<file path="src/rtl/fwd_hazard_unit.sv">
// rtl/fwd_hazard_unit.sv - EX bypass select and ID stall generation with long-latency scoreboard
module fwd_hazard_unit #(
  parameter int NUM_SRC = 3,
  parameter int MAX_LAT = 31,
  parameter int LAT_W   = 5
) (
  input  logic                   clk,
  input  logic                   rst_n,
  input  logic                   ID_valid,
  input  logic [5*NUM_SRC-1:0]   ID_rs,
  input  logic [NUM_SRC-1:0]     ID_rs_fp,
  input  logic [4:0]             ID_rd,
  input  logic                   ID_wr_int,
  input  logic                   ID_wr_fp,
  input  logic [5*NUM_SRC-1:0]   EX_rs,
  input  logic [NUM_SRC-1:0]     EX_rs_fp,
  input  logic [4:0]             EX_rd,
  input  logic                   EX_is_load,
  input  logic                   EX_load_fp,
  input  logic [4:0]             MEM_rd,
  input  logic                   MEM_reg_wr_en,
  input  logic                   MEM_freg_wr_en,
  input  logic [4:0]             WB_rd,
  input  logic                   WB_reg_wr_en,
  input  logic                   WB_freg_wr_en,
  input  logic                   issue_valid,
  input  logic [4:0]             issue_rd,
  input  logic                   issue_fp,
  input  logic [LAT_W-1:0]       issue_lat,
  output logic [2*NUM_SRC-1:0]   EX_fwd_sel,
  output logic                   stall,
  output logic [31:0]            sb_busy_int,
  output logic [31:0]            sb_busy_fp
);

  // Per-register countdowns: nonzero means a long op result is still outstanding.
  logic [LAT_W-1:0] cnt_int_q [32];
  logic [LAT_W-1:0] cnt_int_d [32];
  logic [LAT_W-1:0] cnt_fp_q  [32];
  logic [LAT_W-1:0] cnt_fp_d  [32];

  logic load_use;
  logic raw_hit;
  logic waw_hit;

  // Bypass choice for one EX source; int x0 is hardwired zero and never forwarded.
  function automatic logic [1:0] fwd_pick(input logic [4:0] rs, input logic fp);
    logic mem_hit;
    logic wb_hit;
    mem_hit = (fp ? MEM_freg_wr_en : MEM_reg_wr_en) && (MEM_rd == rs);
    wb_hit  = (fp ? WB_freg_wr_en  : WB_reg_wr_en)  && (WB_rd  == rs);
    if (!fp && rs == 5'd0) begin
      return 2'b00;
    end else if (mem_hit) begin
      return 2'b01;
    end else if (wb_hit) begin
      return 2'b10;
    end
    return 2'b00;
  endfunction

  // EX operand mux selects, MEM preferred over WB.
  always_comb begin
    EX_fwd_sel = '0;
    for (int i = 0; i < NUM_SRC; i++) begin
      EX_fwd_sel[2*i +: 2] = fwd_pick(EX_rs[5*i +: 5], EX_rs_fp[i]);
    end
  end

  // Hazard detection: load-use against EX, RAW/WAW against the scoreboard.
  always_comb begin
    load_use = 1'b0;
    raw_hit  = 1'b0;
    for (int i = 0; i < NUM_SRC; i++) begin
      if (EX_is_load && (EX_rd == ID_rs[5*i +: 5]) && (ID_rs_fp[i] == EX_load_fp) &&
          (EX_load_fp || EX_rd != 5'd0)) begin
        load_use = 1'b1;
      end
      if (ID_rs_fp[i] ? (cnt_fp_q[ID_rs[5*i +: 5]] != '0)
                      : (cnt_int_q[ID_rs[5*i +: 5]] != '0)) begin
        raw_hit = 1'b1;
      end
    end
    waw_hit = (ID_wr_int && cnt_int_q[ID_rd] != '0) ||
              (ID_wr_fp  && cnt_fp_q[ID_rd]  != '0);
    stall = ID_valid && (load_use || raw_hit || waw_hit);
  end

  // Scoreboard next state: saturating decrement, a new issue overrides its entry.
  always_comb begin
    for (int k = 0; k < 32; k++) begin
      cnt_int_d[k] = (cnt_int_q[k] == '0) ? '0 : cnt_int_q[k] - LAT_W'(1);
      cnt_fp_d[k]  = (cnt_fp_q[k]  == '0) ? '0 : cnt_fp_q[k]  - LAT_W'(1);
    end
    if (issue_valid) begin
      if (issue_fp) begin
        cnt_fp_d[issue_rd] = issue_lat;
      end else if (issue_rd != 5'd0) begin
        cnt_int_d[issue_rd] = issue_lat;
      end
    end
  end

  // Scoreboard registers; reset clears any countdown in flight.
  always_ff @(posedge clk or negedge rst_n) begin
    if (!rst_n) begin
      for (int k = 0; k < 32; k++) begin
        cnt_int_q[k] <= '0;
        cnt_fp_q[k]  <= '0;
      end
    end else begin
      for (int k = 0; k < 32; k++) begin
        cnt_int_q[k] <= cnt_int_d[k];
        cnt_fp_q[k]  <= cnt_fp_d[k];
      end
    end
  end

  // Busy flags straight from the counters.
  always_comb begin
    for (int k = 0; k < 32; k++) begin
      sb_busy_int[k] = (cnt_int_q[k] != '0);
      sb_busy_fp[k]  = (cnt_fp_q[k]  != '0);
    end
  end

  // A zero or out-of-range latency would let a dependent op read a stale value.
  always @(posedge clk) begin
    if (rst_n && issue_valid) begin
      assert (issue_lat != '0 && issue_lat <= LAT_W'(MAX_LAT));
    end
  end

endmodule

</file>
<file path="config.mk">
export PLATFORM = sky130hd
export DESIGN_NAME = fwd_hazard_unit
export DESIGN_NICKNAME = d
export VERILOG_FILES = /design/src/rtl/fwd_hazard_unit.sv
export SDC_FILE = /design/constraint.sdc
export NUM_CORES = 1
export LEC_CHECK = 0
export ABC_AREA = 1
export BUFFER_PORTS_ARGS = -buffer_cell sky130_fd_sc_hd__buf_2
export CORE_MARGIN = 4
export CORE_UTILIZATION = 61
export CTS_CLUSTER_DIAMETER = 80
export CTS_CLUSTER_SIZE = 25
export DETAILED_ROUTE_END_ITERATION = 7
export PLACE_DENSITY = 0.86
export SLEW_MARGIN = 10
export SYNTH_ARGS = -nofsm -noshare
export SYNTH_HDL_FRONTEND = slang
export SYNTH_SLANG_ARGS = --single-unit
</file>
<file path="constraint.sdc">
create_clock -name clk -period 5.2 [get_ports clk]
set_clock_uncertainty 0.1 [all_clocks]
set_input_delay 1.04 -clock clk [delete_from_list [all_inputs] [get_ports clk]]
set_output_delay 1.04 -clock clk [all_outputs]
set_load 0.01 [all_outputs]
</file>
# Word level (Yosys, flattened, before mapping)
# Cells that the tools add are included.
[classes]
add_sub_neg = 64
bitwise = 5
n_reduce_logical = 170
muxes = 133
order_cmp = 6
n_eq_ne = 12
[op_table]
columns = ["cell", "count"]
rows = [
  ["$mux W160", 5],
  ["$mux W5", 81],
  ["$reduce_bool A5 Y1", 74],
  ["$logic_not A5 Y1", 67],
  ["$bwmux W160", 2],
  ["$sub A5 B1 Y5 const B", 64],
  ["$bmux W5 S5", 8],
  ["$eq A5 B5 Y1", 9],
  ["$ge A6 B6 Y1 const B", 5],
  ["$not A5 Y6", 5],
  ["$demux W5 S5", 1],
  ["$mux W1", 24],
  ["$mux W2", 12],
  ["$logic_and A1 B1 Y1", 22],
  ["$lt A6 B1 Y1 const B", 1],
  ["$logic_or A1 B1 Y1", 4],
  ["$eq A1 B1 Y1", 3],
  ["$logic_not A1 Y1", 3],
]
[totals]
register_bits = 320
elab_cells = 454

# Longest topological paths before layout
[logic_depth]
word_depth = 12
depth_mapped = 16
ltp_nobuf = 14

# Worst setup path before layout
# No wires, ideal clock.
[synth_timing]
kind = "input to output"
startpoint = "input ID_rs[5]"
endpoint = "output stall"
path_slack_ns = 1.739
t_required_ns = 4.060
arrival_time_ns = 2.321
cell_stages = 14
path_buffers = 3
path_cell_list = "buf_2 -> buf_6 -> buf_4 -> a21oi_1 -> o21ai_0 -> nand2_1 -> o21ai_0 -> nand2_1 -> nand2_1 -> nand3_1 -> nand3_1 -> nand2_1 -> nor2_1 -> a21oi_1"
[synth_via]
elab_chain_cells = 11
[synth_rtl]
columns = ["item", "line", "rtl"]
rows = [
  ["start: declaration", "10", "input logic [5*NUM_SRC-1:0] ID_rs,"],
  ["$not A5 Y6 (implied by the code)", "79, 80", ""],
  ["$bmux W5 S5 (on tied branches)", "80, 79", ""],
  ["$mux W5 (on tied branches) (2 in series)", "80, 79", ""],
  ["$reduce_bool A5 Y1 (on tied branches)", "80, 79", ""],
  ["$mux W1 (3 in series)", "79", "if (ID_rs_fp[i] ? (cnt_fp_q[ID_rs[5*i +: 5]] != '0)"],
  ["$logic_or A1 B1 Y1 (*) (2 in series)", "86", "stall = ID_valid && (load_use || raw_hit || waw_hit);"],
  ["$logic_and A1 B1 Y1 (*)", "86", ""],
  ["end: declaration", "31", "output logic stall,"],
]
# Mark *: on every way between the ends. The rest lies on a longest branch, timed or not. The select of a mux whose other input is x is not followed.

# Final worst setup path
[layout_timing]
startpoint = "input ID_rs[7]"
endpoint = "output stall"
# Same word-level chain as after synthesis.

==> results.json <==
{
  "num_vias": 25200,
  "endpoint_kind": "primary output",
  "drt-pass1-iter-count": 8,
  "p_leak_uw": 0.0123,
  "maxSlewHeadroom": 0.350,
  "timing.critical_path.arrival_ns": 3.33,
  "stdcell_area_mm2": 0.0251,
  "async_flop_share": 1.00,
  "synth_edf_count": 0,
  "maxCapViolCount": 0,
  "rsz0062_at_grt": "false",
  "fin_setup_tns_ns": 0,
  "utilization": 0.667,
  "worst_hold_path_type": "input pin to asynchronous set/reset pin",
  "io_pins": 150,
  "grt_antenna_before_repair": 2,
  "drt_iter0_drc": 3293,
  "initial_utilization": 0.618,
  "fillCellCount": 3345,
  "drive_gt1_frac": 0.0760,
  "cts_buffer_depth": 3,
  "critPathLaunchType": "input pin",
  "syn-cell-area_mm2": 0.0232,
  "ys.flop_type": "dfrtp_1",
  "placed_area_mm2": 0.0243,
  "layout_common_cells": "824 x nand2_1, 473 x nand3_1, 372 x o21ai_0",
  "die_area_mm2": 0.0412,
  "cts_hold_buf": 0,
  "insertion_delay_ns": 0.58,
  "die_width_um": 203,
  "hold_viol": 0,
  "dp_hpwl_um": 54000,
  "cts.sinks": 320,
  "r2r_slack_ns": 3.44,
  "final_nets": 3667,
  "post_cts_buffers": 0,
  "place.gp.congestion": 1.05,
  "critical_path.max_fanout": 18,
  "layout_commonest_cell": "nand2_1",
  "finalCritPeriodShare": 0.859,
  "post_cts_resized": 0,
  "status": "finished, final reports clean",
  "max_freq_mhz": 224,
  "core_mm2": 0.0376,
  "peakVddDrop_uv": 399,
  "finalSetupViolations": 0,
  "fp-row-count": 71,
  "track_usage": 0.373,
  "die_h_um": 203,
  "grt_pass1_wl_um": 125000,
  "worstMarginPinSlew_ns": 0.968,
  "grt_pass1_vias": 23400,
  "wl_per_cell_um": 19.5,
  "yosysWarnings": 0,
  "cts_tree": "yes",
  "h-tree-depth": 1,
  "routed_wl_um": 79200,
  "port_buffers": 149,
  "drc": 0,
  "yosysSeqAreaShare": 0.345,
  "crit_type": "input pin to primary output",
  "syn_area_per_cell_um2": 6.72,
  "via_per_inst": 6.22,
  "grt_overflow": 0,
  "path_clk_slew_ns": 0.08,
  "synth.distinct_cells": 37,
  "syn_nets": 3597,
  "ys_ff_latch": 320,
  "timing.final.max_slew_violations": 0,
  "dp_cells": 4010,
  "area_growth_pct": 8.03,
  "fin_crit_ns": 4.47,
  "netlist_instances": 3454,
  "p_per_area_mw_per_mm2": 544,
  "cts_buffers": 23,
  "cts_root_buf": "clkbuf_16",
  "critPathRequiredTime_ns": 4.06,
  "antenna_left": 0,
  "grt_start_max_net_pins": 131,
  "final_cells": 4053
}
-- Yosys cell counts, drive strengths merged, types with 8 or more instances --
master / instances / share of area
nand3: 473 / 0.10
nand2: 824 / 0.13
buf: 80 / 0.018
nor3: 47 / 0.010
a21oi: 115 / 0.025
nor4: 8 / 0.0022
dfrtp: 320 / 0.34
clkbuf: 51 / 0.0083
nand3b: 61 / 0.020
inv: 370 / 0.060
xor2: 45 / 0.017
o22ai: 11 / 0.0030
xnor2: 27 / 0.010
o31ai: 9 / 0.0029
or2: 38 / 0.010
nand4: 113 / 0.030
o21ai: 380 / 0.082
nor2: 298 / 0.048
o211ai: 98 / 0.032
ha: 64 / 0.034
-- layer usage --
metal,global-route usage,up-vias,wire (um)
met4,0.212,0,5480
met2,0.562,1594,33800
met3,0.0839,384,10200
li1,-,11800,-
met1,0.500,11500,29800
met5,0,-,0
-- sequential cells by signal (all words and copies together) (netlist names) --
name and count:
cnt_int_q 160, cnt_fp_q 160
-- path summary, 6_finish.rpt --
check                               startpoint              to  cells past startpoint
worst max-delay path                  ID_rs[7]           stall                     13
worst min-delay path                     rst_n   cnt_int_q[90]                      1
worst max register to register  cnt_int_q[135]  cnt_int_q[135]                      8
worst min register to register    cnt_fp_q[20]    cnt_fp_q[20]                      1
max in group asynchronous                rst_n    cnt_fp_q[37]                      2
min in group clk                  cnt_fp_q[20]    cnt_fp_q[20]                      1
-- where the power goes --
group | internal (uW) | switching [uW] | total (uW)
clock | 977 | 1040 | 2020
sequential | 3630 | 994 | 4620
combinational | 2710 | 4290 | 7000
total | 7320 | 6330 | 13600
-- per-stage QoR --
| step | hold slack [ns] | total power (uW) | setup slack [ns] |
|---|---|---|---|
| finish | 0.304 | 13600 | 0.732 |
| global placement | 0.381 | 11200 | 0.932 |
| floorplan | 0.361 | 9620 | 1.74 |
| CTS | 0.348 | 13500 | 0.891 |
| detailed placement | 0.384 | 11400 | 0.904 |
| global route | 0.358 | 14900 | 0.651 |
-- cell families after synthesis --
family	share of synthesized area
simple gates	0.358
compound gates	0.148
buf+inv	0.0869
flops	0.345
xor+xnor	0.0272
fa+ha+maj	0.0345
mux	0.000862
-- critical path, stage by stage --
cell      delay [ns]
buf_2           0.10
clkinv_1        0.74
nand2_1         0.29
nand2_1         0.07
nor2_1          0.18
nand2_1         0.08
nand2_1         0.09
nand3_1         0.19
nand3_1         0.14
nand2_1         0.06
nor2_1          0.11
a21oi_1         0.07
buf_2           0.17
-- area by class of cell --
| type | instances | area (um2) | share of cell area |
|---|---|---|---|
| Timing Repair Buffer | 176 | 1010 | 0.0404 |
| Clock inverter | 17 | 226 | 0.00903 |
| Sequential cell | 320 | 8010 | 0.319 |
| Tap cell | 511 | 639 | 0.0255 |
| Antenna cell | 2 | 5.00 | 0.000200 |
| Inverter | 374 | 1410 | 0.0561 |
| Clock buffer | 24 | 589 | 0.0235 |
| Multi-Input combinational cell | 2629 | 13200 | 0.526 |
Note: power is estimated with default switching activity, not from simulation.
